===== config.mk =====
export PLATFORM = sky130hd
export DESIGN_NAME = instr_fetch
export DESIGN_NICKNAME = d
export VERILOG_FILES = /design/src/rtl/riscv_pkg.sv /design/src/rtl/fetch_fifo.sv /design/src/rtl/instr_fetch.sv
export SDC_FILE = /design/constraint.sdc
export NUM_CORES = 1
export LEC_CHECK = 0
export BUFFER_PORTS_ARGS = -buffer_cell sky130_fd_sc_hd__buf_4
export CAP_MARGIN = 5
export CORE_ASPECT_RATIO = 2
export CORE_MARGIN = 10
export CORE_UTILIZATION = 50
export DETAILED_ROUTE_END_ITERATION = 10
export HOLD_SLACK_MARGIN = 0.1
export MAX_ROUTING_LAYER = met4
export PLACE_DENSITY = 0.82
export SKIP_CTS_REPAIR_TIMING = 1
export SLEW_MARGIN = 20
export SYNTH_ARGS = -nofsm -noshare
export SYNTH_HDL_FRONTEND = slang
export SYNTH_SLANG_ARGS = --single-unit

===== constraint.sdc =====
create_clock -name clk -period 5.3 [get_ports clk]
set_clock_uncertainty 0.05 [all_clocks]
set_input_delay 1.06 -clock clk [delete_from_list [all_inputs] [get_ports clk]]
set_output_delay 1.06 -clock clk [all_outputs]
set_load 0.05 [all_outputs]

===== src/rtl/riscv_pkg.sv =====
// Shared RV32I definitions used by the fetch and decode stages.
package riscv_pkg;

    // Canonical NOP (addi x0, x0, 0) presented to decode when nothing is buffered
    localparam logic [31:0] NOP_INSTR = 32'h0000_0013;

    // Major opcodes, shared with decode
    localparam logic [6:0] OPC_R     = 7'b0110011;
    localparam logic [6:0] OPC_I     = 7'b0010011;
    localparam logic [6:0] OPC_SB    = 7'b1100011;
    localparam logic [6:0] OPC_LW    = 7'b0000011;
    localparam logic [6:0] OPC_SW    = 7'b0100011;
    localparam logic [6:0] OPC_JAL   = 7'b1101111;
    localparam logic [6:0] OPC_JALR  = 7'b1100111;
    localparam logic [6:0] OPC_LUI   = 7'b0110111;
    localparam logic [6:0] OPC_AUIPC = 7'b0010111;

    // Fetch engine states
    typedef enum logic [1:0] {
        FS_IDLE,
        FS_REQ,
        FS_WAIT,
        FS_DISCARD
    } fetch_state_e;

    // One buffered fetch: instruction word tagged with its address
    typedef struct packed {
        logic [31:0] instr;
        logic [31:0] pc;
    } fetch_entry_t;

    // Force a byte address onto a word boundary
    function automatic logic [31:0] word_align(input logic [31:0] addr);
        return {addr[31:2], 2'b00};
    endfunction

endpackage


===== src/rtl/fetch_fifo.sv =====
// Synchronous FIFO with flush; head is read straight from the storage registers.
module fetch_fifo #(
    parameter  int unsigned DEPTH = 2,
    parameter  int unsigned WIDTH = 64,
    localparam int unsigned AW    = (DEPTH > 1) ? $clog2(DEPTH) : 1,
    localparam int unsigned CW    = AW + 1
) (
    input  logic             clk,
    input  logic             rst_n,
    input  logic             push_i,
    input  logic [WIDTH-1:0] push_data_i,
    input  logic             pop_i,
    input  logic             flush_i,
    output logic [WIDTH-1:0] head_o,
    output logic             empty_o,
    output logic [CW-1:0]    count_o
);

    logic [WIDTH-1:0] mem_q [DEPTH];
    logic [AW-1:0]    rd_ptr_q, rd_ptr_d;
    logic [AW-1:0]    wr_ptr_q, wr_ptr_d;
    logic [CW-1:0]    count_q, count_d;
    logic             do_push, do_pop;

    // Accept a pop only when data exists; a push into a full FIFO needs a pop
    always_comb begin
        do_pop  = pop_i && (count_q != '0);
        do_push = push_i && ((count_q != CW'(DEPTH)) || do_pop);
    end

    // Pointer/count next state; flush wins over push and pop
    always_comb begin
        rd_ptr_d = rd_ptr_q;
        wr_ptr_d = wr_ptr_q;
        count_d  = count_q;
        if (flush_i) begin
            rd_ptr_d = '0;
            wr_ptr_d = '0;
            count_d  = '0;
        end else begin
            if (do_pop) begin
                rd_ptr_d = rd_ptr_q + AW'(1);
            end
            if (do_push) begin
                wr_ptr_d = wr_ptr_q + AW'(1);
            end
            count_d = count_q + CW'(do_push) - CW'(do_pop);
        end
    end

    // Pointer and occupancy registers
    always_ff @(posedge clk or negedge rst_n) begin
        if (!rst_n) begin
            rd_ptr_q <= '0;
            wr_ptr_q <= '0;
            count_q  <= '0;
        end else begin
            rd_ptr_q <= rd_ptr_d;
            wr_ptr_q <= wr_ptr_d;
            count_q  <= count_d;
        end
    end

    // Storage write; contents are don't-care while empty so no reset is needed
    always_ff @(posedge clk) begin
        if (do_push && !flush_i) begin
            mem_q[wr_ptr_q] <= push_data_i;
        end
    end

    assign head_o  = mem_q[rd_ptr_q];
    assign empty_o = (count_q == '0);
    assign count_o = count_q;

endmodule


===== src/rtl/instr_fetch.sv =====
// RV32I instruction fetch stage: PC ownership, single-outstanding imem
// handshake, instruction buffer, and redirect/squash handling.
module instr_fetch
    import riscv_pkg::*;
#(
    parameter logic [31:0] RESET_PC   = 32'h0000_0000,
    parameter int unsigned FIFO_DEPTH = 2
) (
    input  logic        clk,
    input  logic        rst_n,
    output logic        imem_req,
    output logic [31:0] imem_addr,
    input  logic        imem_gnt,
    input  logic        imem_rvalid,
    input  logic [31:0] imem_rdata,
    input  logic        redirect_valid,
    input  logic [31:0] redirect_pc,
    output logic        id_valid,
    input  logic        id_ready,
    output logic [31:0] Instruction,
    output logic [31:0] PC
);

    localparam int unsigned CW   = $clog2(FIFO_DEPTH) + 1;
    localparam int unsigned OCCW = CW + 1;

    fetch_state_e  state_q, state_d;
    logic [31:0]   pc_q, pc_d;
    logic [31:0]   req_addr_q, req_addr_d;
    // Set while a REQ is still pending but a redirect already made it stale
    logic          stale_q, stale_d;

    logic          fifo_push, fifo_pop, fifo_empty;
    logic [CW-1:0] fifo_count;
    fetch_entry_t  fifo_head, fifo_wdata;
    logic [OCCW-1:0] occ_next;
    logic          issue_ok;

    // Buffer handshake and issue rule: only issue if the in-flight word has a slot
    always_comb begin
        fifo_push       = (state_q == FS_WAIT) && imem_rvalid && !redirect_valid;
        id_valid        = !fifo_empty && !redirect_valid;
        fifo_pop        = id_valid && id_ready;
        fifo_wdata.instr = imem_rdata;
        fifo_wdata.pc    = req_addr_q;
        occ_next        = OCCW'(fifo_count) + OCCW'(fifo_push) - OCCW'(fifo_pop);
        issue_ok        = !redirect_valid && (occ_next < OCCW'(FIFO_DEPTH));
    end

    // Fetch FSM next state, PC update and request address capture
    always_comb begin
        state_d    = state_q;
        pc_d       = pc_q;
        req_addr_d = req_addr_q;
        stale_d    = 1'b0;

        if (redirect_valid) begin
            pc_d = word_align(redirect_pc);
        end

        case (state_q)
            FS_IDLE: begin
                if (redirect_valid || issue_ok) begin
                    state_d = FS_REQ;
                end
            end
            FS_REQ: begin
                if (imem_gnt) begin
                    if (stale_q || redirect_valid) begin
                        state_d = FS_DISCARD;
                    end else begin
                        state_d = FS_WAIT;
                        pc_d    = pc_q + 32'd4;
                    end
                end else begin
                    // The request cannot be withdrawn; remember it is stale
                    stale_d = stale_q || redirect_valid;
                end
            end
            FS_WAIT: begin
                if (redirect_valid) begin
                    state_d = imem_rvalid ? FS_IDLE : FS_DISCARD;
                end else if (imem_rvalid) begin
                    state_d = issue_ok ? FS_REQ : FS_IDLE;
                end
            end
            FS_DISCARD: begin
                if (imem_rvalid) begin
                    state_d = FS_IDLE;
                end
            end
            default: begin
                state_d = FS_IDLE;
            end
        endcase

        // Address is latched on entry to REQ and held until the grant
        if ((state_d == FS_REQ) && (state_q != FS_REQ)) begin
            req_addr_d = pc_d;
        end
    end

    // Fetch engine registers
    always_ff @(posedge clk or negedge rst_n) begin
        if (!rst_n) begin
            state_q    <= FS_IDLE;
            pc_q       <= RESET_PC;
            req_addr_q <= RESET_PC;
            stale_q    <= 1'b0;
        end else begin
            state_q    <= state_d;
            pc_q       <= pc_d;
            req_addr_q <= req_addr_d;
            stale_q    <= stale_d;
        end
    end

    fetch_fifo #(
        .DEPTH (FIFO_DEPTH),
        .WIDTH ($bits(fetch_entry_t))
    ) u_fifo (
        .clk         (clk),
        .rst_n       (rst_n),
        .push_i      (fifo_push),
        .push_data_i (fifo_wdata),
        .pop_i       (fifo_pop),
        .flush_i     (redirect_valid),
        .head_o      (fifo_head),
        .empty_o     (fifo_empty),
        .count_o     (fifo_count)
    );

    // Decode-side and memory-side outputs
    always_comb begin
        imem_req    = (state_q == FS_REQ);
        imem_addr   = req_addr_q;
        Instruction = fifo_empty ? NOP_INSTR : fifo_head.instr;
        PC          = fifo_empty ? '0 : fifo_head.pc;
    end

    // A response is only meaningful while a granted fetch is outstanding
    a_no_stray_rvalid: assert property (@(posedge clk) disable iff (!rst_n)
        imem_rvalid |-> ((state_q == FS_WAIT) || (state_q == FS_DISCARD)));

endmodule


==> results.yml <==
synth:
  synth.cell_area_um2: 8430
  yosysSeqAreaShare_pct: 66.7
  yosys-top-cells-area: "edfxtp_1, dfrtp_1, mux2i_1, nor2_1, mux2_2"
  top_ff_cell_synth: "edfxtp_1"
  syn-num-nets: 690
  synth_async_reset_ratio_pct: 35.7
  syn_inst: 615
  netlist.area_leader.share_pct: 45.6
  yosys_register_bits: 199
  yosys_warnings: 0
  synth.largest_area_cell: "edfxtp_1"
  synth_area_per_cell_um2: 13.7
  netlist-cell-type-count: 58
  synth_edf_count: 128
sta:
  finalMaxSlewViolations: 0
  timing.final.setup_violations: 0
  worstMarginPinSlew_ps: 1060
  fmax_mhz: 293
  final_layout_setup_total_negative_slack_ps: 0
  period_share_pct: 64.3
  final-hold-violation-count: 0
  period_minus_slack_ps: 3410
  slew_headroom_pct: 29.4
  unrepaired_setup_endpoints_after_global_routing: "no"
clocking:
  tritoncts: "built"
  cts.htree.levels: 4
  numClockSinks: 199
  clk_latency_ps: 430
  cts.reportedPaths.clkPinSlew_ps: 70
  cts.root.buffer_cell: "clkbuf_16"
  cts-buffers-inserted: 17
  clk_path_buf_depth: 2
placed_design:
  detailed_place_hpwl_um: 14500
  gp_congestion: 0.940
  port-buffer-count: 165
  post_dp_cell_area_um2: 9860
drt:
  ant_nets: 0
  dr_total_vias: 5557
  route.detailed.drc: 0
  detail_route.wirelength_um: 20000
  violation_count_after_the_first_detailed_routing_iteration: 342
  route.detailed.vias_per_inst: 5.58
  wl_per_cell_um: 20.1
  detailedRoute.firstPassIterationCount: 5
global_routing:
  first_global_vias: 5896
  met2_capacity_usage_during_global_routing_pct: 31.8
  grt_max_degree: 72
  grtUsageMet3_pct: 3.47
  grt-busiest-layer: "met2"
  global_route_usage_sum_pct: 17.7
  groute.layer.met1.usage_pct: 18.0
  grt_first_pass_wirelength_um: 31200
  grt_antenna_before_repair: 0
  grt-ovfl-total: 0
cells_and_area:
  postLayoutCellArea_um2: 10500
  postLayoutCoreUtil_pct: 62.7
  layout-area-overhead-vs-synth_pct: 24.2
  final_layout_size_suffix_gt1_share_pct: 30.8
  antenna_cells_inserted: 0
  nets: 850
critical_path:
  path_delay_family: "simple AND/OR/NAND/NOR gates"
  worstSetupEndpoint: "imem_addr[5]"
  cp-start-kind: "primary input"
  series_of_cell_instances_along_the_critical_path: "buf_4 > nor2_1 > and2_1 > ha_1 > or2_2 > fa_1 > xnor2_1 > and2_1 > o21a_1 > buf_4 > mux2_2"
  data_arrival_at_the_endpoint_of_the_critical_path_ps: 3670
  timing.critical_path.slowest_stage_cell: "fa_1"
  crit_start: "redirect_valid"
  setup.reg_to_reg.worst_slack_ps: 2020
  timing.reg2reg.worst_path_depth: 11
  cp.required_ps: 5560
  worst_r2r_startpoint: "u_fifo.count_o[1]"
  worst-path-max-fanout: 18
  worstPathBufferInverterCount: 2
  worstSetupEndpointType: "flop"
  r2r_end: "imem_addr[5]"
  critical-path-max-stage-delay_ps: 380
  cp.depth: 11
  crit_path_class: "primary input to flop"
floorplan:
  initial_core_util_pct: 50.5
  pin_count: 168
  placement_rows: 67
  die_w_um: 112
  core_ar_um2: 16700
  chipHeight_um: 204
  die-area_um2: 22800
power:
  leakage_uw: 0.00408
  pwr_density_cell_nw_per_um2: 469
  vdd_drop_max_mv: 0.251
flow_run:
  maxCapViolCount: 0
run_status:
  run_status: "completed"
hold_path:
  worstHoldPathType: "flop to flop"
  worst_hold_path.num_cells: 0
==> final cells by class <==
class / instances / area (µm²)
Timing Repair Buffer: 173 / 1320
Multi-Input combinational cell: 372 / 2630
Inverter: 12 / 45.0
Fill cell: 1275 / 6220
Clock buffer: 21 / 482
Tap cell: 207 / 259
Clock inverter: 11 / 108
Sequential cell: 199 / 5620
==> per-layer routing <==
layer / up-vias / share of wire, %
li1: 2594 / -
met1: 2740 / 36
met2: 184 / 57
met3: 39 / 3.9
met4: 0 / 3.0
met5: - / 0
==> sequential cells by signal, indices dropped and copies added, names as in the netlist <==
| register | flops |
|---|---|
| imem_addr | 32 |
| pc_q | 32 |
| stale_q | 1 |
| state_q | 2 |
| u_fifo.count_o | 2 |
| u_fifo.mem_q | 128 |
| u_fifo.rd_ptr_q | 1 |
| u_fifo.wr_ptr_q | 1 |
==> cell usage after synthesis (3+ instances only) <==
master    count
edfxtp_1    128
nor2_1       90
mux2i_1      73
dfrtp_1      71
nand2_1      36
clkbuf_1     19
mux2_2       18
o21ai_0      18
a311oi_1     15
inv_1        12
nor3_1       12
and2_1       10
and3_1        9
buf_2         7
a211oi_1      6
a21oi_1       6
a221oi_1      6
nand3_1       6
nor2b_1       5
buf_6         4
ha_1          4
o31ai_1       4
xnor2_1       4
a31oi_1       3
and4_1        3
nand4_1       3
xor2_1        3
==> cells by family (layout without fill, tap and decap cells) <==
kind of cell / after synthesis / after routing / synth area share [%]
xor gates and xnor gates: 7 / 7 / 0.727
buffers and inverters: 44 / 217 / 2.42
and+or+nand+nor: 194 / 194 / 11.6
AOI/OAI and AO/OA: 74 / 74 / 6.52
DFF: 199 / 199 / 66.7
muxes: 92 / 92 / 11.2
adders and majority gates: 5 / 5 / 0.831
==> where the power goes <==
group	total (µW)	leakage [µW]	internal, µW	switching, µW
sequential	2130	0.00200	1910	215
combinational	1520	0.00179	487	1030
clock	1270	0.000294	709	557
total	4910	0.00408	3110	1800
==> worst min-delay path by stage <==
stage               slack, ps          start                  end
global route              470  imem_addr[25]  u_fifo.mem_q[0][25]
floorplan                 420        pc_q[0]              pc_q[0]
detailed placement        430  imem_addr[24]  u_fifo.mem_q[1][24]
finish                    450  imem_addr[24]  u_fifo.mem_q[1][24]
CTS                       440  imem_addr[24]  u_fifo.mem_q[0][24]
global placement          430  imem_addr[25]  u_fifo.mem_q[0][25]
==> stage by stage <==
stage | cells | hold slack, ps | worst slack, ps | total power [µW]
floorplan | 615 | 419 | 602 | 3130
global placement | 962 | 432 | 1570 | 3630
detailed placement | 962 | 431 | 1450 | 3690
CTS | 994 | 445 | 1850 | 4950
global route | 995 | 470 | 1710 | 5110
finish | 995 | 446 | 1890 | 4910
==> placed cells by master (no fill, tap or decap), types with 3 or more instances in the layout <==
| cell | count |
|---|---|
| buf_4 | 171 |
| edfxtp_1 | 128 |
| nor2_1 | 89 |
| mux2i_1 | 73 |
| dfrtp_1 | 70 |
| nand2_1 | 36 |
| o21ai_0 | 18 |
| mux2_2 | 18 |
| clkbuf_16 | 18 |
| a311oi_1 | 15 |
| inv_1 | 12 |
| nor3_1 | 11 |
| and2_1 | 9 |
| and3_1 | 9 |
| nand3_1 | 6 |
| a221oi_1 | 6 |
| a21oi_1 | 6 |
| a211oi_1 | 6 |
| nor2b_1 | 5 |
| xnor2_1 | 4 |
| o31ai_1 | 4 |
| ha_1 | 4 |
| inv_6 | 4 |
| and4_1 | 3 |
| nand4_1 | 3 |
| a31oi_1 | 3 |
| nor3_4 | 3 |
| xor2_1 | 3 |
| clkinv_4 | 3 |
No activity file was read; power rests on OpenSTA's default activity.
